===== src/rtl/store_stream_reader_if.sv =====
// Output stream bundle from store_stream_reader to the next layer.
// Ports: out_data/out_valid/out_last (master drives), out_ready (slave drives).
interface store_stream_reader_if #(
    parameter int DATA_W = 8
);
    logic [DATA_W-1:0] out_data;
    logic              out_valid;
    logic              out_ready;
    logic              out_last;

    modport master (
        output out_data,
        output out_valid,
        output out_last,
        input  out_ready
    );

    modport slave (
        input  out_data,
        input  out_valid,
        input  out_last,
        output out_ready
    );
endinterface


===== src/rtl/store_stream_reader.sv =====
// Streams NUM_VALS store values in index order over a valid/ready stream.
// Ports: clk, rst_n, start, busy, rd_sel/rd_data (store read side),
// str (stream master), done, max_val/max_idx/max_valid (argmax).
// Macro STORE_STREAM_READER_ARGMAX_EN builds the argmax tracker;
// without it the max_* outputs are tied to zero.
module store_stream_reader #(
    parameter int DATA_W   = 8,
    parameter int NUM_VALS = 10,
    parameter int SEL_W    = 32
) (
    input  logic              clk,
    input  logic              rst_n,
    input  logic              start,
    output logic              busy,
    output logic [SEL_W-1:0]  rd_sel,
    input  logic [DATA_W-1:0] rd_data,
    store_stream_reader_if.master str,
    output logic              done,
    output logic [DATA_W-1:0] max_val,
    output logic [SEL_W-1:0]  max_idx,
    output logic              max_valid
);
    typedef enum logic [1:0] {IDLE, FETCH, SEND} state_t;

    localparam logic [SEL_W-1:0] LAST_IDX = SEL_W'(NUM_VALS - 1);

    state_t            state_q, state_d;
    logic [SEL_W-1:0]  idx_q, idx_d;
    logic [DATA_W-1:0] out_data_q, out_data_d;
    logic              out_valid_q, out_valid_d;
    logic              out_last_q, out_last_d;
    logic              done_q, done_d;
    logic              busy_q, busy_d;

    always_comb begin
        state_d     = state_q;
        idx_d       = idx_q;
        out_data_d  = out_data_q;
        out_valid_d = out_valid_q;
        out_last_d  = out_last_q;
        busy_d      = busy_q;
        done_d      = 1'b0;
        unique case (state_q)
            IDLE: begin
                if (start) begin
                    idx_d   = '0;
                    busy_d  = 1'b1;
                    state_d = FETCH;
                end
            end
            FETCH: begin
                // rd_data is captured here only; later store writes
                // do not disturb the element already in flight.
                out_data_d  = rd_data;
                out_valid_d = 1'b1;
                out_last_d  = (idx_q == LAST_IDX);
                state_d     = SEND;
            end
            SEND: begin
                if (str.out_ready) begin
                    out_valid_d = 1'b0;
                    out_last_d  = 1'b0;
                    if (out_last_q) begin
                        done_d  = 1'b1;
                        busy_d  = 1'b0;
                        state_d = IDLE;
                    end else begin
                        idx_d   = idx_q + 1'b1;
                        state_d = FETCH;
                    end
                end
            end
            default: state_d = IDLE;
        endcase
    end

    always_ff @(posedge clk or negedge rst_n) begin
        if (!rst_n) begin
            state_q     <= IDLE;
            idx_q       <= '0;
            out_data_q  <= '0;
            out_valid_q <= 1'b0;
            out_last_q  <= 1'b0;
            done_q      <= 1'b0;
            busy_q      <= 1'b0;
        end else begin
            state_q     <= state_d;
            idx_q       <= idx_d;
            out_data_q  <= out_data_d;
            out_valid_q <= out_valid_d;
            out_last_q  <= out_last_d;
            done_q      <= done_d;
            busy_q      <= busy_d;
        end
    end

    assign rd_sel        = (state_q == IDLE) ? '0 : idx_q;
    assign str.out_data  = out_data_q;
    assign str.out_valid = out_valid_q;
    assign str.out_last  = out_last_q;
    assign done          = done_q;
    assign busy          = busy_q;

`ifdef STORE_STREAM_READER_ARGMAX_EN
    logic [DATA_W-1:0] max_val_q, max_val_d;
    logic [SEL_W-1:0]  max_idx_q, max_idx_d;
    logic              max_valid_q, max_valid_d;

    always_comb begin
        max_val_d   = max_val_q;
        max_idx_d   = max_idx_q;
        max_valid_d = max_valid_q;
        if (state_q == IDLE && start) begin
            max_val_d   = '0;
            max_idx_d   = '0;
            max_valid_d = 1'b0;
        end else if (state_q == SEND && str.out_ready) begin
            // Strict compare: ties keep the earlier index.
            if (idx_q == '0 || out_data_q > max_val_q) begin
                max_val_d = out_data_q;
                max_idx_d = idx_q;
            end
            if (out_last_q) begin
                max_valid_d = 1'b1;
            end
        end
    end

    always_ff @(posedge clk or negedge rst_n) begin
        if (!rst_n) begin
            max_val_q   <= '0;
            max_idx_q   <= '0;
            max_valid_q <= 1'b0;
        end else begin
            max_val_q   <= max_val_d;
            max_idx_q   <= max_idx_d;
            max_valid_q <= max_valid_d;
        end
    end

    assign max_val   = max_val_q;
    assign max_idx   = max_idx_q;
    assign max_valid = max_valid_q;
`else
    assign max_val   = '0;
    assign max_idx   = '0;
    assign max_valid = 1'b0;
`endif
endmodule


===== src/flat_wrapper.sv =====
// flat-port wrapper written by rule: the top's interface ports become plain ports
module store_stream_reader_flat 
#(
    parameter int DATA_W   = 8,
    parameter int NUM_VALS = 10,
    parameter int SEL_W    = 32
)
  (clk, rst_n, start, busy, rd_sel, rd_data, done, max_val, max_idx, max_valid, str_out_data, str_out_valid, str_out_last, str_out_ready);
  store_stream_reader_if #(.DATA_W(DATA_W)) str_i ();
  input  logic clk;
  input  logic rst_n;
  input  logic start;
  output logic busy;
  output logic [SEL_W-1:0] rd_sel;
  input  logic [DATA_W-1:0] rd_data;
  output logic done;
  output logic [DATA_W-1:0] max_val;
  output logic [SEL_W-1:0] max_idx;
  output logic max_valid;
  output wire logic [$bits(str_i.out_data)-1:0] str_out_data;
  output wire logic [$bits(str_i.out_valid)-1:0] str_out_valid;
  output wire logic [$bits(str_i.out_last)-1:0] str_out_last;
  input wire logic [$bits(str_i.out_ready)-1:0] str_out_ready;
  assign str_out_data = str_i.out_data;
  assign str_out_valid = str_i.out_valid;
  assign str_out_last = str_i.out_last;
  assign str_i.out_ready = str_out_ready;
  store_stream_reader #(.DATA_W(DATA_W), .NUM_VALS(NUM_VALS), .SEL_W(SEL_W)) u_core (.clk(clk), .rst_n(rst_n), .start(start), .busy(busy), .rd_sel(rd_sel), .rd_data(rd_data), .str(str_i), .done(done), .max_val(max_val), .max_idx(max_idx), .max_valid(max_valid));
endmodule

===== config.mk =====
export PLATFORM = sky130hd
export DESIGN_NAME = store_stream_reader_flat
export DESIGN_NICKNAME = d
export VERILOG_FILES = /design/src/rtl/store_stream_reader_if.sv /design/src/rtl/store_stream_reader.sv /design/src/flat_wrapper.sv
export SDC_FILE = /design/constraint.sdc
export NUM_CORES = 1
export LEC_CHECK = 0
export BUFFER_PORTS_ARGS = -buffer_cell sky130_fd_sc_hd__buf_2
export CAP_MARGIN = 0
export CORE_MARGIN = 4
export CORE_UTILIZATION = 50
export CTS_BUF_LIST = sky130_fd_sc_hd__clkbuf_4 sky130_fd_sc_hd__clkbuf_8 sky130_fd_sc_hd__clkbuf_16
export CTS_CLUSTER_SIZE = 24
export DETAILED_ROUTE_END_ITERATION = 6
export PLACE_DENSITY = 0.79
export SKIP_CTS_REPAIR_TIMING = 1
export SLEW_MARGIN = 15
export SYNTH_ARGS = -nofsm -noshare
export SYNTH_HDL_FRONTEND = slang
export SYNTH_SLANG_ARGS = --single-unit

===== constraint.sdc =====
create_clock -name clk -period 3.2 [get_ports clk]
set_input_delay 0.64 -clock clk [delete_from_list [all_inputs] [get_ports clk]]
set_output_delay 0.64 -clock clk [all_outputs]
set_load 0.01 [all_outputs]

[After elaboration in Yosys (flattened, before gate mapping)]
Index checks and enable logic that the tools add are counted.
Word-level totals
  word-level logic and storage cells: 41
  register bits: 46
  bits of input ports: 12
Operators by class
  mux-type cells: 19
  $add $sub $neg: 1
  reduce and logical (&&, ||, !) cells: 7
  equal/unequal tests: 7
Operators with widths (count)
  32-bit 2-to-1 mux: 4
  32-bit case mux with 2 select lines: 1
  32-bit by 1-bit adder with 32-bit output, second input constant: 1
  32-bit by 4-bit equality test with 1-bit output, second input constant: 1
  1-bit 2-to-1 mux: 8
  4-bit AND reduction: 2
  2-bit != test, second input constant: 3
  1-bit case mux with 2 select lines: 3
  2-bit case mux with 3 select lines: 1
  2-bit 2-to-1 mux: 2
  2-bit AND reduction: 2
  2-bit nonzero test: 2
  2-bit by 1-bit equality test with 1-bit output, second input constant: 1
  2-bit equality test, second input constant: 1
  2-bit logical NOT: 1
  2-bit by 1-bit != test with 1-bit output, second input constant: 1

[Logic depth before layout (Yosys ltp)]
Gate-level depths: netlist of the first run.
  depth after elaboration: 4
  gate-level depth with buffers: 7
  depth with buffers taken out: 6

[Worst setup path before layout of the first run]
OpenSTA, ideal clock, no wires.
  kind: input-to-reg
  start point: in str_out_ready
  end point: reg u_core.idx_q[31]
  data required time: 3.122 ns
  stages on the path: 5
  buffers on the path: 0
  library setup time: 0.078 ns
  setup slack: 1.440 ns
  arrival time: 1.682 ns
  path through: nand3b_4 a211oi_4 nand4_2 or3_1 a21oi_1
Between the ends
  longest elaborated chain between the ends: 2
Ends and longest elaborated chain
  from (decl): line flat_wrapper.sv:23  | input wire logic [$bits(str_i.out_ready)-1:0] str_out_ready;
  2-bit != test (no line)
  4-bit AND reduction (no line)
  to (signal assigned): line store_stream_reader.sv:88  | idx_q <= idx_d;
  to (decl): line store_stream_reader.sv:28  | logic [SEL_W-1:0] idx_q, idx_d;
No other way between the ends.
A chain may end at the register's enable or synchronous reset.

[Worst setup path in the final report of the first run]
  start point: reg u_core.state_q[0]
  end point: out rd_sel[0]
Between the ends
  longest elaborated chain between the ends: 2
Ends and longest elaborated chain
  from (decl): line store_stream_reader.sv:27  | state_t state_q, state_d;
  from (signal assigned): line store_stream_reader.sv:87  | state_q <= state_d;
  2-bit logical NOT: line store_stream_reader.sv:97  | assign rd_sel = (state_q == IDLE) ? '0 : idx_q;
  32-bit 2-to-1 mux: line store_stream_reader.sv:97
  to (decl): line flat_wrapper.sv:14  | output logic [SEL_W-1:0] rd_sel;
No other way between the ends.

==> summary.txt, run 1 <==
Run status = completed
Clock Pin Slew Worst Setup and Hold Paths = 0.09 ns
Floorplan die width = 84.0 um
Post-synth EDFFs = 0
Worst-case headroom to the max-slew limit = 32.4%
Worst-case clock skew = 0.00767 ns
Worst-margin pin slew = 1.01 ns
DRC violations left = 0
Crit end category = primary output
Final number of setup-violating endpoints = 0
Launch point of the worst path = u_core.state_q[0]
Post-DP HPWL = 4.48 mm
Total number of vias = 2290
Final setup TNS = 0 ns
Insertion delay to the later sink of the worst-skew pair = 0.30 ns
Placement row count = 27
Count of filler cells inserted in the layout = 516
Post-synthesis cell type with the largest combined area = sky130_fd_sc_hd__dfrtp_1
Cell Pwr Density = 499 nW/um^2
Portion of the clock cycle consumed by the worst path in the final layout = 77.0%
Worst IR drop on VDD = 0.000368 V
Inst Count DP = 443
Area contributors post-synth = sky130_fd_sc_hd__dfrtp_1 (40%), sky130_fd_sc_hd__buf_4 (11%), sky130_fd_sc_hd__xor2_1 (7.6%)
Number of nets with antenna violations after routing = 0
Capture point of the worst reg-to-reg path = u_core.idx_q[26]
Final Max Slew Viols = 0
R2R cell count = 6
Antenna violations before repair = 0
Total number of H-tree levels = 2
Register bit total from synthesis = 46
Classification of the worst setup path = flip-flop to primary output
Root cell of the clock tree = sky130_fd_sc_hd__clkbuf_8
Crit path max-delay cell type = sky130_fd_sc_hd__dfrtp_1
First-pass GRT wire length = 10.1 mm
Register cell area after layout = 1150 um^2
Routed length per instance = 13.3 um
Sinks on Clock Net = 46
Pin count of the biggest net entering global routing = 47
Worst Path Arrival = 1.82 ns
Number of standard cells in the layout, taps in and fillers out = 451
Number of distinct library cell variants in the gate-level netlist after synthesis = 40
Worst slack on hold paths = 0.481 ns
Number of buffers on the longest clock path = 2
Die Y-Extent = 84.0 um
Ports placed on the boundary = 97
Number of diodes = 0
Total length of routed wires = 6.00 mm
Count of yosys warnings during synthesis = 0
Number of instances in the synthesized netlist = 328
Maximum net fanout on the critical path = 22
Unrepaired setup endpoints after global routing = false
Maximum achievable frequency = 0.406 GHz
Count leader, synth = sky130_fd_sc_hd__dfrtp_1
Number of buffers created by CTS = 5
Max-cap violations = 0
Initial cell density of the core = 52.2%
Share of cells above drive strength 1 = 19.8%
Average vias per placed instance = 5.08
Top post-synthesis cells by count = sky130_fd_sc_hd__dfrtp_1 (46), sky130_fd_sc_hd__nor2_1 (43), sky130_fd_sc_hd__buf_4 (41)
Placeable core area = 5540 um^2
Crit-path max cell delay = 0.51 ns
Post-synthesis instance area = 2890 um^2
FFs w/ async S/R, synth = 100%
Worst EP required = 2.56 ns
Via count of the first global-routing pass = 2125
Aggregate global-route resource usage = 17.3%
Sequential-to-total area share from yosys stat = 39.8%
Clock period minus final worst setup slack = 2.46 ns
Register-to-register setup slack = 0.86 ns
Kind of launch point of the worst setup path = flip-flop
Total die area = 7060 um^2
Number of port buffers = 55
Cell chain of the critical path = nor2_2 -> buf_4 -> nor2b_1 -> buf_2
Hold Vio Cnt, Final = 0
Multi-input logic area = 1520 um^2
Top FF cell, synth = sky130_fd_sc_hd__dfrtp_1
GRT overflow = 0
Area delta synth->final = 9.31%
First-pass iteration count of the detailed router = 4
Post-layout nets = 392
Sum of internal, switching and leakage power = 1570 uW
Post-Syn Area per Cell = 8.81 um^2
Clock tree from TritonCTS = yes
Worst flop-to-flop path startpoint = u_core.idx_q[0]
Leakage power figure = 0.00165 uW
Portion of synthesized cell area occupied by the leading cell type = 39.8%
End point of the critical path = rd_sel[0]
DR iter-0 viols = 214
Worst hold path type = flip-flop to flip-flop
Global placer's final weighted congestion = 0.870
[cells by family (layout without fill, tap and decap cells)]
family	count (synthesis)	count (layout)	synth area share, %
and+or+nand+nor	176	176	33.3
other	1	41	0.130
adders and majority gates	2	2	0.866
AOI/OAI and AO/OA	15	15	3.81
DFF	46	46	39.8
muxes	1	1	0.346
buffers and inverters	58	69	12.9
xor gates and xnor gates	29	29	8.79
[report_power, final]
group	internal [uW]	switching, uW
logic	143	328
registers	656	75.5
clock network	174	199
[worst max-delay path: cells and delay by family, from the launching register on]
family	cells	cell delay [ns]
flip-flops	1	0.51
AND/OR/NAND/NOR	2	0.51
buffers and inverters	2	0.50
[registers in the layout (all words and copies together) (netlist names)]
register	cells
u_core.idx_q	32
u_core.str.out_data	8
u_core.state_q	2
u_core.busy	1
u_core.done	1
u_core.str.out_last	1
u_core.str.out_valid	1
[per-stage QoR]
stage,setup WS (ns),cell area [um^2],utilization [%]
after floorplan,1.44,3040,-
after global placement,0.983,3060,55.3
after detailed placement,0.902,3060,55.3
after CTS,0.734,3160,57.0
after global routing,0.566,3160,57.0
final,0.737,3160,57.0
[worst min path at each step]
stage	startpoint	to	slack [ns]	cells past startpoint
floorplan	rst_n	u_core.busy	0.34	0
global placement	u_core.str.out_data[1]	u_core.str.out_data[1]	0.46	2
detailed placement	u_core.str.out_data[3]	u_core.str.out_data[3]	0.46	2
CTS	u_core.str.out_data[3]	u_core.str.out_data[3]	0.48	2
global route	u_core.str.out_data[3]	u_core.str.out_data[3]	0.50	2
finish	u_core.str.out_data[3]	u_core.str.out_data[3]	0.48	2
[layer usage]
layer,vias up,track usage (%),wire [um]
li1,1112,-,-
met1,1074,24.1,2700
met2,99,27.9,2800
met3,5,3.16,450
met4,0,4.24,46
met5,-,0,0
[cell usage in the layout, fill, tap and decap left out, drive strengths merged]
| master | count |
|---|---|
| or3 | 1 |
| xnor2 | 4 |
| o211ai | 1 |
| dfrtp | 46 |
| a211oi | 2 |
| a21boi | 1 |
| nor2 | 43 |
| and2 | 3 |
| nor2b | 33 |
| buf | 57 |
| nand2b | 2 |
| nand4 | 13 |
| nor3 | 3 |
| xor2 | 25 |
| clkinv | 1 |
| ha | 2 |
| a2111oi | 1 |
| inv | 4 |
| and3 | 10 |
| o41ai | 1 |
| clkinvlp | 1 |
| and4b | 1 |
| nand2 | 34 |
| mux2i | 1 |
| clkbuf | 6 |
| or4 | 2 |
| a21oi | 3 |
| nand3 | 19 |
| o21ai | 6 |
| nand3b | 1 |
| nor4 | 8 |
| nor4b | 2 |
| conb | 41 |
| and4 | 1 |
[cell type report]
type	count	share of cell area [%]
Clock inverter	2	0.396
Sequential cell	46	36.4
Inverter	4	0.475
Clock buffer	6	2.61
Timing Repair Buffer	57	9.19
Multi-Input combinational cell	264	48.0
Tap cell	72	2.85
(Power assumes the default switching activity.)
==> run 2: changes to the inputs <==
Clock period 3.2 ns to 2.5 ns, I/O delays scaled along.
==> summary.txt, run 2 (same netlist as run 1, synthesis figures left out) <==
Run status = completed
Register with the highest flop count = u_core.idx_q
Internal power = 1250 uW (+29%)
Post-layout nets = 396 (+1.0%)
Unrepaired setup endpoints after global routing = false
Minimum setup slack in the final design = 0.258 ns (-0.479 ns)
Worst hold path type = input port to asynchronous set/reset pin
Worst Path Arrival = 1.74 ns (-0.08 ns)
Final Max Slew Viols = 0 (unchanged)
Post-Place Worst Slack = 0.557 ns (-0.345 ns)
Leakage power figure = 0.00166 uW (+0.96%)
Root cell of the clock tree = sky130_fd_sc_hd__clkbuf_8
Capture point of the worst reg-to-reg path = u_core.idx_q[31]
Antenna violations before repair = 0 (unchanged)
Portion of the clock cycle consumed by the worst path in the final layout = 89.7%
Die Y-Extent = 84.0 um (unchanged)
Most used cells in the layout excluding fill and tap cells = sky130_fd_sc_hd__buf_2 (55), sky130_fd_sc_hd__dfrtp_1 (46), sky130_fd_sc_hd__nor2_1 (42)
Relative contribution of the clock network to total power = 22.3% (-1.3 points)
Total die area = 7060 um^2 (unchanged)
Final number of setup-violating endpoints = 0 (unchanged)
Clock period minus final worst setup slack = 2.24 ns
Number of port buffers = 55 (unchanged)
Total number of vias = 2262 (-1.2%)
Worst-case clock skew = 0.00322 ns (-0.00445 ns)
Post-layout utilization of the core = 57.3% (+0.32 points)
Total number of H-tree levels = 2 (unchanged)
Aggregate global-route resource usage = 17.3% (-0.029 points)
Maximum net fanout on the critical path = 15 (-32%)
Global placer's final weighted congestion = 0.864 (-0.71%)
Routed length per instance = 13.2 um (-0.97%)
Share of cells above drive strength 1 = 20.2% (+0.42 points)
GRT overflow = 0 (unchanged)
Crit end category = primary output
NetSw = 743 uW (+24%)
Fraction of power consumed by sequential logic = 46.8% (+0.3 points)
Pin count of the biggest net entering global routing = 31 (-34%)
R2R cell count = 5 (-1)
Clock Pin Slew Worst Setup and Hold Paths = 0.08 ns (about the same)
Most frequent standard cell in the layout excluding fill and tap cells = sky130_fd_sc_hd__buf_2
Worst-margin pin slew = 0.580 ns (-0.432 ns)
Classification of the worst setup path = flip-flop to primary output
Worst-case headroom to the max-slew limit = 61.4% (+29 points)
Switching fraction of total power = 37.3% (-0.93 points)
Number of buffers on the longest clock path = 2 (unchanged)
Area delta synth->final = 9.91%
Ports placed on the boundary = 97 (unchanged)
Number of buffers created by CTS = 5 (unchanged)
Number of flip-flops in the largest register = 32 (unchanged)
Cell Pwr Density = 628 nW/um^2 (+26%)
Worst IR drop on VDD = 0.000579 V (+57%)
Maximum achievable frequency = 0.446 GHz
Final setup TNS = 0 ns (unchanged)
Sinks on Clock Net = 46 (unchanged)
DRC violations left = 0 (unchanged)
Number of nets with antenna violations after routing = 0 (unchanged)
Worst flop-to-flop path startpoint = u_core.state_q[0]
First-pass GRT wire length = 9.97 mm (-1.2%)
Register-to-register setup slack = 0.53 ns (-0.33 ns)
Placeable core area = 5540 um^2 (unchanged)
First-pass iteration count of the detailed router = 4 (unchanged)
Max-cap violations = 0 (unchanged)
Multi-input logic area = 1520 um^2 (unchanged)
Hold Vio Cnt, Final = 0 (unchanged)
Sum of internal, switching and leakage power = 1990 uW (+27%)
Count of filler cells inserted in the layout = 506 (-1.9%)
Worst EP required = 2.00 ns (-0.56 ns)
Kind of launch point of the worst setup path = flip-flop
Insertion delay to the later sink of the worst-skew pair = 0.30 ns (about the same)
Total length of routed wires = 5.96 mm (-0.53%)
DR iter-0 viols = 151 (-29%)
Placement row count = 27 (unchanged)
Floorplan die width = 84.0 um (unchanged)
Via count of the first global-routing pass = 2119 (-0.28%)
Post-DP HPWL = 4.53 mm (+1.1%)
Register cell area after layout = 1150 um^2 (unchanged)
Clock tree from TritonCTS = yes
Initial cell density of the core = 52.2% (unchanged)
Average vias per placed instance = 4.99 (-1.7%)
Number of diodes = 0 (unchanged)
Combinational fraction of design power = 30.9% (+1.0 points)
==> run 2: cell types whose count changed in the layout (fill, tap and decap cells not counted) <==
cell,change
sky130_fd_sc_hd__buf_4,+4
sky130_fd_sc_hd__clkinv_2,-1
sky130_fd_sc_hd__clkinvlp_4,-1
==> run 2: area by class of cell <==
cell class / instances / share of cell area (%)
Multi-Input combinational cell: 264 / 47.8
Sequential cell: 46 / 36.2
Clock buffer: 6 / 2.60
Inverter: 4 / 0.473
Tap cell: 72 / 2.84
Timing Repair Buffer: 61 / 10.1
==> run 2: worst max path at each step <==
stage | startpoint | endpoint | slack, ns | cells past startpoint
6_report | u_core.state_q[0] | rd_sel[27] | 0.26 | 4
5_1_grt | u_core.state_q[0] | rd_sel[28] | 0.09 | 4
4_1_cts | u_core.state_q[0] | rd_sel[27] | 0.23 | 4
3_5_place_dp | u_core.state_q[0] | u_core.idx_q[31] | 0.56 | 5
3_3_place_gp | u_core.state_q[0] | u_core.idx_q[31] | 0.63 | 5
2_1_floorplan | u_core.state_q[1] | u_core.idx_q[31] | 0.83 | 5
==> run 2: metal layers <==
layer / track usage (%) / up-vias / routed length [um]
li1: - / 1112 / -
met1: 22.8 / 1060 / 2650
met2: 27.1 / 82 / 2810
met3: 4.54 / 8 / 404
met4: 6.43 / 0 / 104
met5: 0 / - / 0
==> run 2: stage by stage <==
step	std cells	cell area [um^2]	hold WS (ns)
CTS	453	3180	0.208
detailed placement	447	3090	0.461
finish	453	3180	0.193
floorplan	368	3040	0.204
global placement	447	3090	0.456
global route	453	3180	0.226
==> run 2: critical path, cell delays in order, from the launching register on <==
cell,delay [ns]
sky130_fd_sc_hd__dfrtp_1,0.50
sky130_fd_sc_hd__nor2_2,0.46
sky130_fd_sc_hd__buf_4,0.28
sky130_fd_sc_hd__nor2b_1,0.06
sky130_fd_sc_hd__buf_2,0.14
==> run 2: power groups by stage <==
| stage | logic [uW] | clock network, uW | registers, uW |
|---|---|---|---|
| 2_1_floorplan | 437 | 0 | 954 |
| 3_3_place_gp | 604 | 0 | 939 |
| 3_5_place_dp | 627 | 0 | 943 |
| 4_1_cts | 626 | 457 | 932 |
| 5_1_grt | 702 | 496 | 951 |
| 6_report | 616 | 445 | 933 |
==> run 3: changes to the inputs <==
--- a/config.mk
+++ b/config.mk
@@ -8,4 +8,5 @@
 export BUFFER_PORTS_ARGS = -buffer_cell sky130_fd_sc_hd__buf_2
 export CAP_MARGIN = 0
+export CORE_ASPECT_RATIO = 0.7
 export CORE_MARGIN = 4
 export CORE_UTILIZATION = 50
==> constraint.sdc (replaced) <==
create_clock -name clk -period 2.5 [get_ports clk]
set_input_delay 0.75 -clock clk [delete_from_list [all_inputs] [get_ports clk]]
set_output_delay 0.75 -clock clk [all_outputs]
set_load 0.01 [all_outputs]
==> summary.txt, run 3 (same netlist as run 1, synthesis figures left out) <==
Final number of setup-violating endpoints = 0 (unchanged)
Total number of H-tree levels = 2 (unchanged)
Worst Path Arrival = 1.41 ns (-0.33 ns)
Clock period minus final worst setup slack = 2.16 ns (-0.0824 ns)
Register with the highest flop count = u_core.idx_q
Cell chain of the critical path = nor2_2 -> buf_4 -> nor2b_1 -> buf_2
Sum of internal, switching and leakage power = 2030 uW (+2.0%)
Sinks on Clock Net = 46 (unchanged)
Most frequent standard cell in the layout excluding fill and tap cells = sky130_fd_sc_hd__buf_2
Root cell of the clock tree = sky130_fd_sc_hd__clkbuf_8
Via count of the first global-routing pass = 2140 (+0.99%)
Pin count of the biggest net entering global routing = 47 (+52%)
Count of filler cells inserted in the layout = 525 (+3.8%)
Number of port buffers = 55 (unchanged)
Final setup TNS = 0 ns (unchanged)
Aggregate global-route resource usage = 17.5% (+0.18 points)
Floorplan die width = 98.9 um (+18%)
First-pass GRT wire length = 10.2 mm (+1.9%)
Most used cells in the layout excluding fill and tap cells = sky130_fd_sc_hd__buf_2 (55), sky130_fd_sc_hd__dfrtp_1 (46), sky130_fd_sc_hd__nor2_1 (42)
Crit-path max cell delay = 0.56 ns (+0.06 ns)
Worst flop-to-flop path startpoint = u_core.state_q[0]
Worst hold path type = flip-flop to flip-flop
Hold Vio Cnt, Final = 0 (unchanged)
Number of buffers and inverters on the critical path = 2 (unchanged)
Clock tree from TritonCTS = yes
DR iter-0 viols = 145 (-4.0%)
Worst-margin pin slew = 0.633 ns (+0.0533 ns)
Worst EP required = 1.75 ns (-0.25 ns)
Register-to-register setup slack = 0.50 ns (-0.03 ns)
R2R cell count = 5 (unchanged)
Post-layout nets = 395 (-0.25%)
Clock Pin Slew Worst Setup and Hold Paths = 0.08 ns (about the same)
Number of buffers created by CTS = 5 (unchanged)
Routed length per instance = 13.7 um (+3.8%)
Die Y-Extent = 71.6 um (-15%)
Final Max Slew Viols = 0 (unchanged)
Insertion delay to the later sink of the worst-skew pair = 0.29 ns (about the same)
GRT overflow = 0 (unchanged)
Post-DP HPWL = 4.64 mm (+2.4%)
Register cell area after layout = 1150 um^2 (unchanged)
Portion of the clock cycle consumed by the worst path in the final layout = 86.4% (-3.3 points)
Unrepaired setup endpoints after global routing = false
First-pass iteration count of the detailed router = 4 (unchanged)
Placement row count = 22 (-19%)
Leakage power figure = 0.00167 uW (+0.22%)
Initial cell density of the core = 53.3% (+1.1 points)
Post-layout utilization of the core = 58.7% (+1.3 points)
Number of standard cells in the layout, taps in and fillers out = 454 (+0.22%)
Antenna violations before repair = 0 (unchanged)
Kind of launch point of the worst setup path = flip-flop
Worst IR drop on VDD = 0.000531 V (-8.4%)
Area delta synth->final = 10.1%
Number of diodes = 0 (unchanged)
Global placer's final weighted congestion = 0.844 (-2.3%)
Worst hold endpoint = u_core.str.out_data[7]
Maximum net fanout on the critical path = 13 (-2)
Minimum setup slack in the final design = 0.341 ns (+0.0824 ns)
Number of buffers on the longest clock path = 2 (unchanged)
Classification of the worst setup path = flip-flop to primary output
Average vias per placed instance = 5.09 (+1.9%)
Number of nets with antenna violations after routing = 0 (unchanged)
Worst-case clock skew = 0.00298 ns (-0.000236 ns)
Crit end category = primary output
Crit path max-delay cell type = sky130_fd_sc_hd__dfrtp_1
Total length of routed wires = 6.20 mm (+4.0%)
Total number of vias = 2309 (+2.1%)
Number of flip-flops in the largest register = 32 (unchanged)
Kind of cell with the highest combined delay on the critical path = flip-flops
Hold path startpoint = u_core.str.out_data[7]
Ports placed on the boundary = 97 (unchanged)
Maximum achievable frequency = 0.463 GHz (+3.8%)
Max-cap violations = 0 (unchanged)
Cell Pwr Density = 639 nW/um^2 (+1.9%)
Multi-input logic area = 1520 um^2 (unchanged)
Post-Place Worst Slack = 0.341 ns (-0.216 ns)
Placeable core area = 5420 um^2 (-2.1%)
Inst Count DP = 446 (-0.22%)
Total die area = 7080 um^2 (+0.27%)
Worst Hold Path Cells = 2
Run status = completed
DRC violations left = 0 (unchanged)
Worst-case headroom to the max-slew limit = 57.5% (-3.9 points)
Share of cells above drive strength 1 = 20.4% (+0.21 points)
Capture point of the worst reg-to-reg path = u_core.idx_q[31]
-- run 3: worst max-delay path by stage --
stage | startpoint | to | slack, ns | cells past startpoint
final | u_core.state_q[0] | rd_sel[15] | 0.34 | 4
after global routing | u_core.state_q[0] | rd_sel[18] | 0.21 | 4
after CTS | u_core.state_q[0] | rd_sel[15] | 0.32 | 4
after detailed placement | str_out_ready | u_core.idx_q[31] | 0.34 | 6
after global placement | str_out_ready | u_core.idx_q[31] | 0.41 | 6
after floorplan | str_out_ready | u_core.idx_q[31] | 0.63 | 5
-- run 3: layer usage --
metal | up-vias | track usage [%] | share of wire (%)
met5 | - | 0 | 0
met4 | 0 | 2.73 | 0
met3 | 0 | 3.99 | 7.5
met2 | 90 | 26.2 | 45
met1 | 1105 | 26.2 | 47
li1 | 1114 | - | -
-- run 3: worst register-to-register path: stages (launching register included) --
cell and delay (ns):
sky130_fd_sc_hd__dfrtp_1 0.51, sky130_fd_sc_hd__nand2b_1 0.27, sky130_fd_sc_hd__nor4_4 0.42, sky130_fd_sc_hd__nand4_2 0.19
sky130_fd_sc_hd__or3_1 0.38, sky130_fd_sc_hd__a21oi_1 0.15
-- run 3: area by class of cell --
type                            instances  area share (%)
Multi-Input combinational cell        264            47.7
Sequential cell                        46            36.2
Clock inverter                          1           0.157
Inverter                                4           0.472
Clock buffer                            7            2.83
Timing Repair Buffer                   60            9.83
Tap cell                               72            2.83
-- run 3: power breakdown --
group / internal (uW) / switching (uW)
combinational: 197 / 416
clock: 235 / 252
sequential: 840 / 95.0
total: 1270 / 763
-- run 3: per-stage QoR --
step / area (um^2) / hold WS (ns)
2_1_floorplan: 3040 / 0.454
3_3_place_gp: 3090 / 0.455
3_5_place_dp: 3090 / 0.457
4_1_cts: 3180 / 0.478
5_1_grt: 3180 / 0.485
6_report: 3180 / 0.476
